[src/rtl/rr_onehot_arbiter.sv]
// Round-robin arbiter with a valid/ready handshake and one-hot winner output.
// An unaccepted selection can optionally be held (locked) until the downstream accepts it.
module rr_onehot_arbiter #(
  parameter int unsigned NUM_REQ = 4,
  parameter bit          LOCK_IN = 1'b1
) (
  input  logic               clk_i,
  input  logic               rst_ni,
  input  logic               flush_i,
  input  logic [NUM_REQ-1:0] req_i,
  output logic [NUM_REQ-1:0] gnt_o,
  output logic               valid_o,
  input  logic               ready_i,
  output logic [NUM_REQ-1:0] sel_onehot_o
);

  localparam int unsigned PtrW = (NUM_REQ > 1) ? $clog2(NUM_REQ) : 1;

  if (NUM_REQ < 2) begin : g_param_check
    $fatal(1, "rr_onehot_arbiter: NUM_REQ must be at least 2");
  end

  logic [PtrW-1:0]    rr_q, rr_d;
  logic               lock_q, lock_d;
  logic [NUM_REQ-1:0] lock_sel_q, lock_sel_d;

  logic [NUM_REQ-1:0] prio_mask;
  logic [NUM_REQ-1:0] req_masked;
  logic [NUM_REQ-1:0] pick_masked;
  logic [NUM_REQ-1:0] pick_unmasked;
  logic [NUM_REQ-1:0] arb_sel;
  logic [PtrW-1:0]    win_idx;
  logic               handshake;

  // Bits at or above the pointer get first pick; the unmasked search covers the wrap-around.
  always_comb begin
    prio_mask = '0;
    for (int unsigned i = 0; i < NUM_REQ; i++) begin
      prio_mask[i] = (PtrW'(i) >= rr_q);
    end
  end

  assign req_masked    = req_i & prio_mask;
  assign pick_masked   = req_masked & (~req_masked + NUM_REQ'(1));
  assign pick_unmasked = req_i & (~req_i + NUM_REQ'(1));
  assign arb_sel       = (|req_masked) ? pick_masked : pick_unmasked;

  assign sel_onehot_o = lock_q ? lock_sel_q : arb_sel;
  assign valid_o      = lock_q | (|req_i);
  assign handshake    = valid_o & ready_i;
  assign gnt_o        = handshake ? sel_onehot_o : '0;

  always_comb begin
    win_idx = '0;
    for (int unsigned i = 0; i < NUM_REQ; i++) begin
      if (sel_onehot_o[i]) begin
        win_idx = PtrW'(i);
      end
    end
  end

  always_comb begin
    rr_d       = rr_q;
    lock_d     = lock_q;
    lock_sel_d = lock_sel_q;
    if (flush_i) begin
      rr_d   = '0;
      lock_d = 1'b0;
    end else if (handshake) begin
      rr_d   = (win_idx == PtrW'(NUM_REQ - 1)) ? '0 : win_idx + PtrW'(1);
      lock_d = 1'b0;
    end else if (valid_o && LOCK_IN) begin
      lock_d     = 1'b1;
      lock_sel_d = sel_onehot_o;
    end
  end

  always_ff @(posedge clk_i or negedge rst_ni) begin
    if (!rst_ni) begin
      rr_q       <= '0;
      lock_q     <= 1'b0;
      lock_sel_q <= '0;
    end else begin
      rr_q       <= rr_d;
      lock_q     <= lock_d;
      lock_sel_q <= lock_sel_d;
    end
  end

  a_sel_onehot0: assert property (@(posedge clk_i) disable iff (!rst_ni)
    $onehot0(sel_onehot_o));
  a_gnt_onehot0: assert property (@(posedge clk_i) disable iff (!rst_ni)
    $onehot0(gnt_o));
  a_gnt_needs_ready: assert property (@(posedge clk_i) disable iff (!rst_ni)
    (|gnt_o) |-> ready_i);
  a_locked_req_held: assert property (@(posedge clk_i) disable iff (!rst_ni)
    lock_q |-> (|(req_i & lock_sel_q)))
    else $error("locked requester dropped its request");

endmodule

[config.mk]
export PLATFORM = sky130hd
export DESIGN_NAME = rr_onehot_arbiter
export DESIGN_NICKNAME = d
export VERILOG_FILES = /design/src/rtl/rr_onehot_arbiter.sv
export SDC_FILE = /design/constraint.sdc
export NUM_CORES = 1
export LEC_CHECK = 0
export BUFFER_PORTS_ARGS = -buffer_cell sky130_fd_sc_hd__buf_2
export CAP_MARGIN = 30
export CORE_AREA = 10 10 47 49
export CTS_CLUSTER_DIAMETER = 50
export DETAILED_ROUTE_END_ITERATION = 8
export DIE_AREA = 0 0 57 59
export PLACE_DENSITY_LB_ADDON = 0.08
export SYNTH_ARGS = -nofsm -noshare
export SYNTH_HDL_FRONTEND = slang
export SYNTH_SLANG_ARGS = --single-unit
export TNS_END_PERCENT = 20
[constraint.sdc]
create_clock -name clk_i -period 1.67 [get_ports clk_i]
set_clock_uncertainty 0.2 [all_clocks]
set_input_delay 0.167 -clock clk_i [delete_from_list [all_inputs] [get_ports clk_i]]
set_output_delay 0.167 -clock clk_i [all_outputs]
set_load 0.05 [all_outputs]
==> results of run 1 <==
cell families after synthesis:
kind of cell    after synthesis  share of synthesized area
simple gates                 25                      0.247
compound gates               19                      0.329
buf+inv                       9                     0.0769
mux                           1                     0.0210
flops                         7                      0.326
Yosys cell counts, types with 2 or more instances:
master,count
sky130_fd_sc_hd__o21ai_1,3
sky130_fd_sc_hd__a21oi_1,3
sky130_fd_sc_hd__inv_1,8
sky130_fd_sc_hd__nand3b_1,2
sky130_fd_sc_hd__nor2_1,7
sky130_fd_sc_hd__o21ai_0,3
sky130_fd_sc_hd__nand2_1,7
sky130_fd_sc_hd__and2_1,3
sky130_fd_sc_hd__nor2b_1,2
sky130_fd_sc_hd__dfrtp_1,7
layout make-up:
cell class              instances  share of cell area
multi-input cells              45               0.403
flip-flops and latches          7               0.197
well taps                      16              0.0222
clock buffers                   4              0.0291
inverters                       8              0.0332
repair buffers                 35               0.316
per-layer routing:
metal	global-route usage	vias to the layer above	share of wire
met5	0	-	0
met2	0.161	11	0.51
li1	-	290	-
met3	0.0258	2	0.052
met1	0.103	248	0.43
met4	0.0638	0	0.0092
what timing repair did:
action,CTS,global route
endpoints found under the hold margin,9,0
endpoints found under the setup margin,11,15
resized for setup,19,9
buffers inserted,2,4
hold buffers,2,0
pin swaps,3,7
power by group through the flow:
stage                     Clock [mW]  Sequential (mW)  Combinational [mW]
after floorplan                    0            0.206               0.182
after global placement             0            0.212               0.253
after detailed placement           0            0.213               0.255
after CTS                      0.161            0.208               0.299
after global routing           0.168            0.212               0.348
final                          0.152            0.209               0.325
flip-flops by register name, indices dropped and copies added, names as in the netlist:
register,count
lock_q,1
rr_q,2
lock_sel_q,4
how the worst min path moves through the flow:
stage                 from                   endpoint  slack (ps)
CTS                 rst_ni         lock_q$_DFFE_PN0P_          70
floorplan           rst_ni         lock_q$_DFFE_PN0P_        -330
global route        rst_ni  lock_sel_q[2]$_DFFE_PN0P_          90
finish              rst_ni  lock_sel_q[2]$_DFFE_PN0P_          80
global placement    rst_ni  lock_sel_q[0]$_DFFE_PN0P_        -190
detailed placement  rst_ni  lock_sel_q[0]$_DFFE_PN0P_        -190
layout by cell type, fill, tap and decap left out:
| master | synthesis | routed |
|---|---|---|
| sky130_fd_sc_hd__o21ai_1 | 3 | 4 |
| sky130_fd_sc_hd__nand2_1 | 7 | 5 |
| sky130_fd_sc_hd__o41ai_1 | 1 | 1 |
| sky130_fd_sc_hd__a31oi_1 | 1 | 1 |
| sky130_fd_sc_hd__dfrtp_1 | 7 | 5 |
| sky130_fd_sc_hd__nor2_1 | 7 | 4 |
| sky130_fd_sc_hd__dlygate4sd3_1 | 0 | 2 |
| sky130_fd_sc_hd__a41oi_2 | 1 | 1 |
| sky130_fd_sc_hd__nor3b_1 | 1 | 1 |
| sky130_fd_sc_hd__o41ai_4 | 1 | 1 |
| sky130_fd_sc_hd__mux2_4 | 0 | 1 |
| sky130_fd_sc_hd__nand2_2 | 0 | 2 |
| sky130_fd_sc_hd__inv_1 | 8 | 8 |
| sky130_fd_sc_hd__a21oi_4 | 1 | 1 |
| sky130_fd_sc_hd__nand2b_4 | 1 | 1 |
| sky130_fd_sc_hd__nand3b_1 | 2 | 2 |
| sky130_fd_sc_hd__o211a_1 | 1 | 1 |
| sky130_fd_sc_hd__buf_2 | 0 | 8 |
| sky130_fd_sc_hd__nor2b_4 | 0 | 1 |
| sky130_fd_sc_hd__nor3_2 | 0 | 1 |
| sky130_fd_sc_hd__a21oi_1 | 3 | 1 |
| sky130_fd_sc_hd__nor2_4 | 0 | 1 |
| sky130_fd_sc_hd__nor2_2 | 0 | 2 |
| sky130_fd_sc_hd__and2_1 | 3 | 3 |
| sky130_fd_sc_hd__buf_8 | 0 | 1 |
| sky130_fd_sc_hd__o21ai_0 | 3 | 2 |
| sky130_fd_sc_hd__a211oi_2 | 1 | 1 |
| sky130_fd_sc_hd__buf_4 | 0 | 16 |
| sky130_fd_sc_hd__a21oi_2 | 0 | 2 |
| sky130_fd_sc_hd__or2b_1 | 1 | 1 |
| sky130_fd_sc_hd__buf_6 | 1 | 8 |
| sky130_fd_sc_hd__dfrtp_2 | 0 | 2 |
| sky130_fd_sc_hd__o41ai_2 | 1 | 1 |
| sky130_fd_sc_hd__clkbuf_1 | 0 | 1 |
| sky130_fd_sc_hd__a21boi_2 | 1 | 1 |
| sky130_fd_sc_hd__o22ai_1 | 1 | 1 |
| sky130_fd_sc_hd__nor2b_2 | 0 | 1 |
| sky130_fd_sc_hd__clkbuf_4 | 0 | 3 |
metrics by stage:
step,hold slack [ps],instances,setup TNS (ps),util,power (mW)
floorplan,-329,61,-2730,-,0.388
global placement,-192,103,-880,0.520,0.466
detailed placement,-190,103,-1060,0.520,0.468
CTS,68.2,111,-2890,0.606,0.669
global route,93.5,115,-4310,0.645,0.727
finish,83.8,115,-3210,0.645,0.687
==> results, run 1 <==
- For the worst setup path, the data arrival time is ~1700 ps.
- Counting every instance in the synthesized netlist gives 61.
- The mean area per synthesized cell is 8.80 um^2.
- The launch instance of the worst register-to-register path is rr_q[0]$_DFFE_PN0P_.
- The net switching power is roughly 0.26 mW.
- Counting distinct cell types in the post-synthesis netlist gives 26.
- For this design the ratio of total power to cell area is 760 nW/um^2.
- The path type of the worst min-delay path is input pin to async pin.
- The count of pins over their slew limit is 0.
- The number of hold-slack violations in the final timing report is 0.
- The flow ran to the end, but the final reports show violations.
- After the last flow step, the layout net total stands at between 100 and 150.
- The combinational power share is 0.473.
- The global-route total usage across every layer is 0.0957.
- The via count is 551.
- Routability-driven placement finished with a final weighted congestion of between 0.7 and 0.8.
- The internal power of the cells totals ~0.43 mW.
- The dominant cell type by count on the critical path is sky130_fd_sc_hd__nor2_2.
- The slowest stage of the critical path belongs to the cell sky130_fd_sc_hd__dfrtp_2.
- The worst supply voltage drop on vdd is 444 uV.
- The checks that failed: negative setup slack.
- During placement, the flow inserted port buffers numbering 16.
- Counting the fill cells in the layout gives around 120.
- In this run the tightest slew margin relative to its limit is 0.809.
- In this run the critical register-to-register path is captured at rr_q[1]$_DFFE_PN0P_.
- The remaining routing DRC violations is 0.
- The type of destination of the critical path is an output pin.
- The root buffer cell chosen for the clock tree is sky130_fd_sc_hd__clkbuf_4.
- The worst path setup slack after routing is -439 ps.
- Using the TritonRoute via totals, the vias-per-cell ratio works out to ~4.8.
- The global route total overflow is 0.
- The area of the die is 3360 um^2.
- With fillers left out, the area of the finished cells amounts to roughly 900 um^2.
- 17 I/O pins were placed.
- During synthesis, Yosys emitted a total of 0 warnings.
- CTS built an H-tree with a depth of 1.
- The buffer depth of the longest clock path is 2.
- For the pin with the worst max-slew slack, the measured transition is approximately 290 ps.
- The worst setup path is of the flip-flop to output pin kind.
- Counting cells, the worst reg-to-reg path comes to 7.
- The post-route antenna net violation count is 0.
- Of the post-synthesis cell area, the dominant cell type holds 0.326.
- Entering global routing, the biggest net connects 9 pins.
- The switching share of power is 0.377.
- The total wire length after detailed routing is approximately 1600 um.
- The starting density of the core is 0.383.
- The number of diodes is 0.
- The kind of cell with the highest combined delay along the critical path is simple AND/OR/NAND/NOR gates.
- The TritonCTS clock tree is done.
- Walking the worst path, the cells encountered are or2b_1 -> o211a_1 -> a211oi_2 -> nor2_2 -> nor2_2 -> buf_6.
- The number of setup violations in the final report is 11.
- Together, buffers and inverters on the worst path number 1.
- The total clock sinks is 7.
- The clock power share is 0.222.
- Sorting the synthesized cells by area gives the leading types as sky130_fd_sc_hd__dfrtp_1, sky130_fd_sc_hd__inv_1, sky130_fd_sc_hd__o41ai_4, sky130_fd_sc_hd__nand2_1, sky130_fd_sc_hd__nor2_1.
- The placement-stage cell area is 728 um^2.
- The share of total power dissipated in sequential elements is 0.305.
- The synthesized design contains 7 register bits.
- Summing every instance area after synthesis gives 537 um^2.
- Max-cap violations in this run came to 0.
- The synthesized design spends more area on one cell type than any other, namely sky130_fd_sc_hd__dfrtp_1.
- The fraction of layout instances using a drive strength above 1 is 0.566.
- Yosys mapped a number of flops with a built-in enable equal to 0.
- The multi-input logic area is roughly 360 um^2.
- Summed over all cells, the static leakage comes to about 0.46 nW.
- The detailed-route wire length per cell is 14.2 um.
- Measured along the y axis, the die boundary spans 59 um.
- Setup repair after global routing could not meet its margin everywhere.
- After synthesis, the share of flip-flops with an asynchronous set or reset is 1.00.
- The global-route wire length before repair is 2600 um.
- For this run, the slowest stage of the critical path takes 440 ps.
- The cell row count is 14.
- The largest fanout on the critical path is 6.
- The total nets after synthesis is 69.
- Counting the buffers created by CTS gives 3.
- The area overhead of the layout relative to synthesis is 68.3%.
- The element type at the critical path start is a flip-flop.
- The number of antenna violations at the first check in global routing is 0.
- STA puts the critical path data required time at about 1300 ps.
- In this run the worst setup path begins at rr_q[1]$_DFFE_PN0P_.
- In the final layout, flip-flops and latches occupy approximately 180 um^2.
- The number of global-route vias before repair is ~570.
- The number of iterations in the first detailed-routing pass is 4.
- Of the synthesized area, sequential elements account for 0.326.
- The part of the cycle the worst path needs is 1.26.
- The final critical-path required period is between 2000 and 2500 ps.
- The maximum frequency from static timing analysis is approximately 0.47 GHz.
- Timing analysis after detailed placement gives a worst setup slack of -266 ps.
- The number of design-rule violations left by the first detailed-router iteration is 3.
- The half-perimeter wire length of the detailed placement result is between 1000 and 1500 um.
- In this run the register-to-register setup slack is -150 ps.
- The post-CTS clock slew at the launch and capture registers of the worst setup and hold paths is about 50 ps.
- The most used flip-flop cell after synthesis is sky130_fd_sc_hd__dfrtp_1.
- Counting buffers and inverters, the worst setup path is 6 cells deep.
- At the later pin of the worst-skew pair, clock insertion delay measures 250 ps.
- From left edge to right edge, the die measures between 50 and 60 um.
- The endpoint of the worst setup timing path is gnt_o[2].
- The core area is 1400 um^2.
Power figures use the tool's default switching activity.
==> run 2: changes to the inputs <==
--- a/config.mk
+++ b/config.mk
@@ -7,10 +7,12 @@
 export LEC_CHECK = 0
 export BUFFER_PORTS_ARGS = -buffer_cell sky130_fd_sc_hd__buf_2
 export CAP_MARGIN = 30
-export CORE_AREA = 10 10 47 49
+export CELL_PAD_IN_SITES_DETAIL_PLACEMENT = 1
+export CELL_PAD_IN_SITES_GLOBAL_PLACEMENT = 2
+export CORE_MARGIN = 10
+export CORE_UTILIZATION = 29
 export CTS_CLUSTER_DIAMETER = 50
 export DETAILED_ROUTE_END_ITERATION = 8
-export DIE_AREA = 0 0 57 59
 export PLACE_DENSITY_LB_ADDON = 0.08
 export SYNTH_ARGS = -nofsm -noshare
 export SYNTH_HDL_FRONTEND = slang
==> constraint.sdc (replaced) <==
create_clock -name clk_i -period 2.7 [get_ports clk_i]
set_clock_uncertainty 0.2 [all_clocks]
set_input_delay 0.27 -clock clk_i [delete_from_list [all_inputs] [get_ports clk_i]]
set_output_delay 0.27 -clock clk_i [all_outputs]
set_load 0.05 [all_outputs]
==> run 2 against run 1 <==
Compared with the run above:
- the flow now finishes without violations
- core utilization down 26 points
- power down 47%
- global-route usage down 1.6 points
- combinational power down 59%
- highest routed layer unchanged
==> results, run 2 (same netlist as run 1, synthesis figures left out) <==
- The core area is 1750 um^2 (+25%).
- The instance count after placement with tap cells included is 101 (-1.9%).
- The flip-flop count of the largest register after layout is 4 (unchanged).
- In the layout the commonest cells are sky130_fd_sc_hd__buf_2, sky130_fd_sc_hd__inv_1, sky130_fd_sc_hd__nor2_1, sky130_fd_sc_hd__nand2_1, sky130_fd_sc_hd__dfrtp_1.
- From synthesis to final layout, the design area changed by 25.4%.
- The leakage power of the design is 0.351 nW (-23%).
- The global route total overflow is 0 (unchanged).
- In the final layout, the registers with the most flip-flops are lock_sel_q x4, rr_q x2, lock_q x1.
- The number of hold-slack violations in the final timing report is 0 (unchanged).
- The number of buffers created by CTS was 3 (unchanged).
- The count of input and output buffers was 16 (unchanged).
- The post-route antenna net violation count is 0 (unchanged).
- The number of global-route vias before repair is 555 (-3.0%).
- The number of I/O pins is 17 (unchanged).
- The number of standard cells in the final layout excluding fillers is 106 (-7.8%).
- The largest fanout on the critical path is 9 (+3).
- The element type at the critical path start is a flip-flop.
- The area of all sequential standard cells is 175 um^2 (-1.4%).
- The area of the die was 3970 um^2 (+18%).
- The summed area of non-filler cells in the final layout came to 673 um^2 (-25%).
- The total clock sinks came to 7 (unchanged).
- The remaining routing DRC violations was 0 (unchanged).
- The die width is 63.0 um (+11%).
- The part of the cycle the worst path needs is 0.848.
- The vertical extent of the die is 63.0 um (+6.8%).
- After layout, the minimum clock period comes to around 2300 ps.
- The number of antenna violations at the first check in global routing is 0 (unchanged).
- The final hold slack came to 67.0 ps (-16.9 ps).
- By instance count, the cell type seen most on the critical path is sky130_fd_sc_hd__nor2_1.
- Setup repair after global routing left no endpoint under its margin.
- The number of setup violations in the final report is 0 (-11).
- The kind of cell with the highest combined delay along the critical path is flip-flops.
- The setup path with the least slack is of type flip-flop to output pin.
- Traced cell by cell, the critical path runs through or2b_1 -> o211a_1 -> a211oi_2 -> nor2_1 -> nor2_1 -> buf_2.
- The cell row count is 15 (+1).
- The endpoint required time on the critical path is 2230 ps (+930 ps).
- The post-detailed-route via-to-cell ratio is 4.76 (-0.57%).
- The global-route wire length before repair came to 2570 um (-1.1%).
- The root buffer selected by CTS is sky130_fd_sc_hd__clkbuf_4.
- The fraction of layout instances using a drive strength above 1 is 0.321 (-0.245).
- The setup TNS after final layout is 0 ps (+3210 ps).
- The pin count of the biggest net entering global routing is 10 (+1).
- The starting density of the core is 0.308 (-0.0755).
- The post-CTS clock slew at the launch and capture registers of the worst setup and hold paths is 50 ps (about the same).
- The worst path buffer plus inverter count is 1 (unchanged).
- The global routing usage on met1 is 0.0883 (-0.0145).
- The detailed-route wire length per cell is 13.6 um (-3.8%).
- Static timing analysis puts the maximum clock frequency at around 0.44 GHz.
- The placement-stage cell area is 637 um^2 (-13%).
- The buffer depth of the longest clock path is 2 (unchanged).
- The number of filler cells placed in the layout is 231 (+88%).
- The final weighted congestion in routability-driven placement came to 0.745 (-6.2%).
- The power per standard cell area is 536 nW/um^2 (-30%).
- The path type of the worst min-delay path is input pin to flip-flop.
- The via count is 505 (-8.3%).
- The met3 track utilization from global routing is 0.0287 (+0.00292).
- lock_sel_q holds more flip-flops than any other register.
- The multi-input logic area was 320 um^2 (-12%).
- The count of pins over their slew limit was 0 (unchanged).
- The number of diodes came to 0 (unchanged).
- The half-perimeter wire length of the detailed placement result is 1170 um (+1.3%).
- The number of iterations in the first detailed-routing pass is 4 (unchanged).
- The number of H-tree branching levels is 1 (unchanged).
- TritonCTS built the clock tree.
- The most crowded layer after global routing is met2.
- The total wire length after detailed routing came to 1450 um (-11%).
- The type of destination of the critical path is an output pin.
- The largest stage delay on the critical path is 490 ps (+50 ps).
- The headroom to the max-slew limit is 0.737 (-0.0715).
- The number of design-rule violations left by the first detailed-router iteration is 10 (+7).
- The transition time of the tightest slew-check pin is 393 ps (+106 ps).
- The run finished with clean final reports.
- The slowest stage of the critical path belongs to the cell sky130_fd_sc_hd__dfrtp_1.
- The total of max-cap violations is 0 (unchanged).
- The commonest non-fill, non-tap cell in the layout is sky130_fd_sc_hd__buf_2.
- The global-route total usage across every layer is 0.0801 (-0.0156).
- The data arrival time of the critical path came to 1820 ps (+80 ps).
- The worst supply voltage drop on vdd is 249 uV (-44%).
- The insertion delay to the later sink of the worst-skew pair was 250 ps (about the same).
- The post-cts resize count is 0 (-19).
- The net total in the final layout is 90 (-17%).
- The met2 routing resource usage after global routing is 0.131 (-0.0305).
[run 2: cell count changes in the layout (fill, tap and decap cells not counted), sizes merged]
cell | before | now
buf | 33 | 16
dlygate4sd3 | 2 | 1
[run 2: through the flow]
stage	setup slack [ps]	util	total power [mW]
after floorplan	45.3	-	0.235
final	410	0.386	0.361
after CTS	383	0.386	0.368
after global routing	245	0.386	0.393
after detailed placement	675	0.365	0.269
after global placement	649	0.365	0.270
[run 2: per-layer routing]
layer / share of wire / up-vias / wire length (um)
li1: - / 251 / -
met1: 0.44 / 236 / 643
met2: 0.49 / 13 / 704
met3: 0.046 / 5 / 66
met4: 0.020 / 0 / 29
met5: 0 / - / 0
[run 2: timing repair]
item / CTS / global route
setup buffers: 0 / 0
hold endpoints to repair: 7 / 0
hold buffers: 1 / 0
[run 2: report_power, final]
group	internal, mW	total [mW]	leakage, nW	switching, mW
combinational	0.0421	0.134	0.244	0.0915
sequential	0.118	0.132	0.0921	0.0141
clock	0.0564	0.0948	0.0150	0.0384
[run 2: area by class of cell]
type / instances / area share
Inverter: 8 / 0.0446
Sequential cell: 7 / 0.260
Tap cell: 25 / 0.0465
Clock buffer: 4 / 0.0390
Timing Repair Buffer: 17 / 0.134
Multi-Input combinational cell: 45 / 0.476
[run 2: path summary, 6_finish.rpt]
check	startpoint	to	slack, ps	cells after the start
max	rr_q[1]$_DFFE_PN0P_	gnt_o[2]	410	6
min	flush_i	rr_q[1]$_DFFE_PN0P_	70	2
max reg2reg	rr_q[0]$_DFFE_PN0P_	rr_q[1]$_DFFE_PN0P_	970	5
min reg2reg	lock_sel_q[1]$_DFFE_PN0P_	lock_sel_q[1]$_DFFE_PN0P_	270	2
max in group asynchronous	rst_ni	lock_sel_q[2]$_DFFE_PN0P_	1960	2
min in group asynchronous	rst_ni	rr_q[1]$_DFFE_PN0P_	190	2
==> run 3: changes to the inputs <==
--- a/config.mk
+++ b/config.mk
@@ -5,12 +5,13 @@
 export SDC_FILE = /design/constraint.sdc
 export NUM_CORES = 1
 export LEC_CHECK = 0
+export ABC_AREA = 1
 export BUFFER_PORTS_ARGS = -buffer_cell sky130_fd_sc_hd__buf_2
 export CAP_MARGIN = 30
 export CELL_PAD_IN_SITES_DETAIL_PLACEMENT = 1
 export CELL_PAD_IN_SITES_GLOBAL_PLACEMENT = 2
 export CORE_MARGIN = 10
-export CORE_UTILIZATION = 29
+export CORE_UTILIZATION = 23
 export CTS_CLUSTER_DIAMETER = 50
 export DETAILED_ROUTE_END_ITERATION = 8
 export PLACE_DENSITY_LB_ADDON = 0.08
==> constraint.sdc (replaced) <==
create_clock -name clk_i -period 2.1 [get_ports clk_i]
set_clock_uncertainty 0.2 [all_clocks]
set_input_delay 0.21 -clock clk_i [delete_from_list [all_inputs] [get_ports clk_i]]
set_output_delay 0.21 -clock clk_i [all_outputs]
set_load 0.05 [all_outputs]
==> run 3 against run 2 <==
Compared with the run above:
- clock power up 27%
- register-to-register slack worse by 510 ps
- worst hold slack better by 34 ps
- via count up 4.6%
- sequential share of layout area down 0.80 points
- synthesized cell count up 21%
- combinational power up 54%
- worst setup slack worse by 270 ps
- largest power group unchanged
==> results, run 3 <==
- The run finished with clean final reports.
- The largest registers in the layout are lock_sel_q x4, rr_q x2, lock_q x1.
- Walking the worst path, the cells encountered are inv_1 -> nand3_1 -> nor2_1 -> a21oi_2 -> nor2_1 -> buf_2.
- The cell row count came to 17 (+2).
- The global-route total usage across every layer is 0.0728 (-0.00724).
- The area share of the leading cell type in the synthesized netlist is 0.330 (+0.00385).
- The data arrival time of the critical path is 1550 ps (-270 ps).
- The vertical extent of the die is 68.0 um (+7.9%).
- The most frequent cell after synthesis is sky130_fd_sc_hd__nand2_1.
- The number of iterations in the first detailed-routing pass came to 4 (unchanged).
- The flip-flop count of the largest register after layout was 4 (unchanged).
- The count of pins over their slew limit is 0 (unchanged).
- The net total in the final layout is 105 (+17%).
- The largest stage delay on the critical path is 450 ps (-40 ps).
- The number of H-tree branching levels is 1 (unchanged).
- The half-perimeter wire length of the detailed placement result was 1300 um (+11%).
- The post-synthesis instance total is 74 (+21%).
- By count the netlist is led by sky130_fd_sc_hd__nand2_1, sky130_fd_sc_hd__inv_1, sky130_fd_sc_hd__nor2_1.
- The area of all sequential standard cells was 175 um^2 (unchanged).
- The number of diodes is 0 (unchanged).
- Static timing analysis puts the maximum clock frequency at 0.510 GHz.
- The launching instance or port of the critical path is lock_q$_DFFE_PN0P_.
- The library cell used most frequently in the layout, excluding fill and tap cells, is sky130_fd_sc_hd__nand2_1.
- The slowest stage of the critical path is the sky130_fd_sc_hd__dfrtp_1 cell.
- The worst setup path is captured at an output pin.
- The number of filler cells placed in the layout is 302 (+31%).
- The number of setup violations in the final report is 0 (unchanged).
- The setup TNS after final layout is 0 ps (unchanged).
- The global route total overflow is 0 (unchanged).
- The number of I/O pins came to 17 (unchanged).
- The transition time of the tightest slew-check pin is 253 ps (-140 ps).
- The TritonCTS clock tree is done.
- The depth of the most critical reg-to-reg path is 9 (+4).
- The mean area per synthesized cell was 7.17 um^2 (-19%).
- The via count is 528 (+4.6%).
- The flop-to-flop setup slack came to 460 ps (-510 ps).
- The sequential cell area fraction in the yosys report is 0.330 (+0.00385).
- The total of max-cap violations came to 0 (unchanged).
- The worst path in the final design needs a cycle of ~2000 ps, including I/O delays and setup.
- The total nets after synthesis is 82 (+19%).
- The endpoint of the worst setup timing path is gnt_o[2].
- The final hold slack is 101 ps (+34.2 ps).
- In the layout the commonest cells are sky130_fd_sc_hd__nand2_1, sky130_fd_sc_hd__buf_2, sky130_fd_sc_hd__inv_1.
- The core area came to 2210 um^2 (+27%).
- The flip-flop and latch count after synthesis was 7 (unchanged).
- The die width was 68.0 um (+7.9%).
- Yosys attributes the largest share of cell area to sky130_fd_sc_hd__dfrtp_1, sky130_fd_sc_hd__nand2_1, sky130_fd_sc_hd__inv_1, sky130_fd_sc_hd__nor2_1, sky130_fd_sc_hd__nand2_4.
- The headroom to the max-slew limit was 0.833 (+0.0953).
- The startpoint identified for the worst register-to-register timing path is rr_q[0]$_DFFE_PN0P_.
- The number of buffers created by CTS is 3 (unchanged).
- The worst setup path is launched from a flip-flop.
- The largest fanout on the critical path is 5 (-4).
- The worst supply voltage drop on vdd is 293 uV (+17%).
- The most used flip-flop cell after synthesis is sky130_fd_sc_hd__dfrtp_1.
- The combined area of all synthesized cells is 531 um^2 (-1.2%).
- The number of design-rule violations left by the first detailed-router iteration came to 9 (-1).
- The area of the die is 4630 um^2 (+17%).
- The root buffer selected by CTS is sky130_fd_sc_hd__clkbuf_4.
- The buffer depth of the longest clock path is 2 (unchanged).
- The fraction of registers with async set or reset after synthesis was 1.00 (unchanged).
- The post-CTS clock slew at the launch and capture registers of the worst setup and hold paths is 50 ps (about the same).
- The largest register by flop count is lock_sel_q.
- The remaining routing DRC violations was 0 (unchanged).
- The part of the cycle the worst path needs is 0.934.
- The fraction of layout instances using a drive strength above 1 came to 0.385 (+0.0644).
- The number of hold-slack violations in the final timing report is 0 (unchanged).
- The multi-input logic area is 310 um^2 (-3.1%).
- Setup repair after global routing left no endpoint under its margin.
- The insertion delay to the later sink of the worst-skew pair came to 250 ps (about the same).
- The worst path buffer plus inverter count is 2 (+1).
- The number of antenna violations at the first check in global routing is 0 (unchanged).
- The synthesized design spends more area on one cell type than any other, namely sky130_fd_sc_hd__dfrtp_1.
- The final weighted congestion in routability-driven placement is 0.776 (+4.2%).
- The number of global-route vias before repair is 551 (-0.72%).
- The number of stages on the worst setup path is 6 (unchanged).
- The global-route wire length before repair is 2550 um (-1.0%).
- The endpoint identified for the worst register-to-register timing path is rr_q[0]$_DFFE_PN0P_.
- The detailed-route wire length per cell is 12.5 um (-8.3%).
- The total wire length after detailed routing is 1550 um (+7.3%).
- The number of flops mapped to enable cells by yosys came to 0 (unchanged).
- The area overhead of the layout relative to synthesis is 30.9%.
- The endpoint required time on the critical path is 1690 ps (-540 ps).
- By instance count, the cell type seen most on the critical path is sky130_fd_sc_hd__nor2_1.
- The post-route antenna net violation count is 0 (unchanged).
- The worst setup path is of the flip-flop to output pin kind.
- The starting density of the core is 0.240 (-0.0677).
- The pin count of the biggest net entering global routing is 8 (-2).
- The number of different library cells in the post-synthesis netlist is 20 (-23%).
- The category of cells accounting for the largest share of critical-path delay is flip-flops.
- The number of warnings printed during yosys synthesis is 0 (unchanged).
- The leakage power of the design is 0.375 nW (+6.7%).
- The count of input and output buffers is 16 (unchanged).
- The total clock sinks came to 7 (unchanged).
- The post-detailed-route via-to-cell ratio is 4.26 (-11%).
- In this run the worst hold path is classified as input pin to flip-flop.
- The power per standard cell area is 711 nW/um^2 (+33%).
-- run 3: worst min path at each step --
stage | from | cells after the start | endpoint
after global placement | rst_ni | 1 | lock_sel_q[1]$_DFFE_PN0P_
after floorplan | rst_ni | 0 | lock_q$_DFFE_PN0P_
after CTS | flush_i | 4 | rr_q[1]$_DFFE_PN0P_
after detailed placement | rst_ni | 1 | lock_sel_q[2]$_DFFE_PN0P_
final | flush_i | 4 | rr_q[1]$_DFFE_PN0P_
after global routing | flush_i | 4 | rr_q[1]$_DFFE_PN0P_
-- run 3: final cells by class --
cell class,count,area share
Multi-Input combinational cell,55,0.447
Clock buffer,4,0.0378
Tap cell,28,0.0505
Timing Repair Buffer,18,0.141
Sequential cell,7,0.252
Inverter,12,0.0721
-- run 3: stage by stage --
step	instances	power (mW)	instance area, um^2	utilization	setup slack [ps]
CTS	123	0.498	682	0.308	55.0
floorplan	74	0.314	531	-	72.1
global placement	118	0.371	646	0.292	327
detailed placement	118	0.371	646	0.292	324
global route	124	0.537	694	0.314	4.38
finish	124	0.494	694	0.314	139
-- run 3: what timing repair did --
action                     4_1_cts  5_1_grt
setup endpoints to repair        0        3
setup buffers                    0        1
gates resized for setup          0        2
hold endpoints to repair         7        0
hold buffers                     1        0
-- run 3: cell families (layout without fill, tap and decap cells) --
kind of cell | Yosys count | in the layout | synth area share
buffers and inverters | 12 | 34 | 0.0943
and+or+nand+nor | 44 | 44 | 0.443
AOI/OAI and AO/OA | 11 | 11 | 0.132
DFF | 7 | 7 | 0.330
-- run 3: worst reg2reg max path: stages (launching register included) --
cell,delay [ps]
sky130_fd_sc_hd__dfrtp_1,400
sky130_fd_sc_hd__nor2_2,150
sky130_fd_sc_hd__nand2_2,100
sky130_fd_sc_hd__nand3_1,80
sky130_fd_sc_hd__nor2_1,60
sky130_fd_sc_hd__a21oi_2,220
sky130_fd_sc_hd__buf_4,150
sky130_fd_sc_hd__nand2_1,40
sky130_fd_sc_hd__nand2_1,60
sky130_fd_sc_hd__nand2_1,60
-- run 3: per-layer routing --
layer / track usage / part of all wire
met2: 0.121 / 0.50
met5: 0 / 0
met3: 0.0212 / 0.037
met1: 0.0855 / 0.46
met4: 0.0302 / 0.0077
-- run 3: report_power, final --
part           internal, mW  switching, mW
combinational        0.0572          0.149
sequential            0.154         0.0135
clock                0.0724         0.0478
total                 0.283          0.210
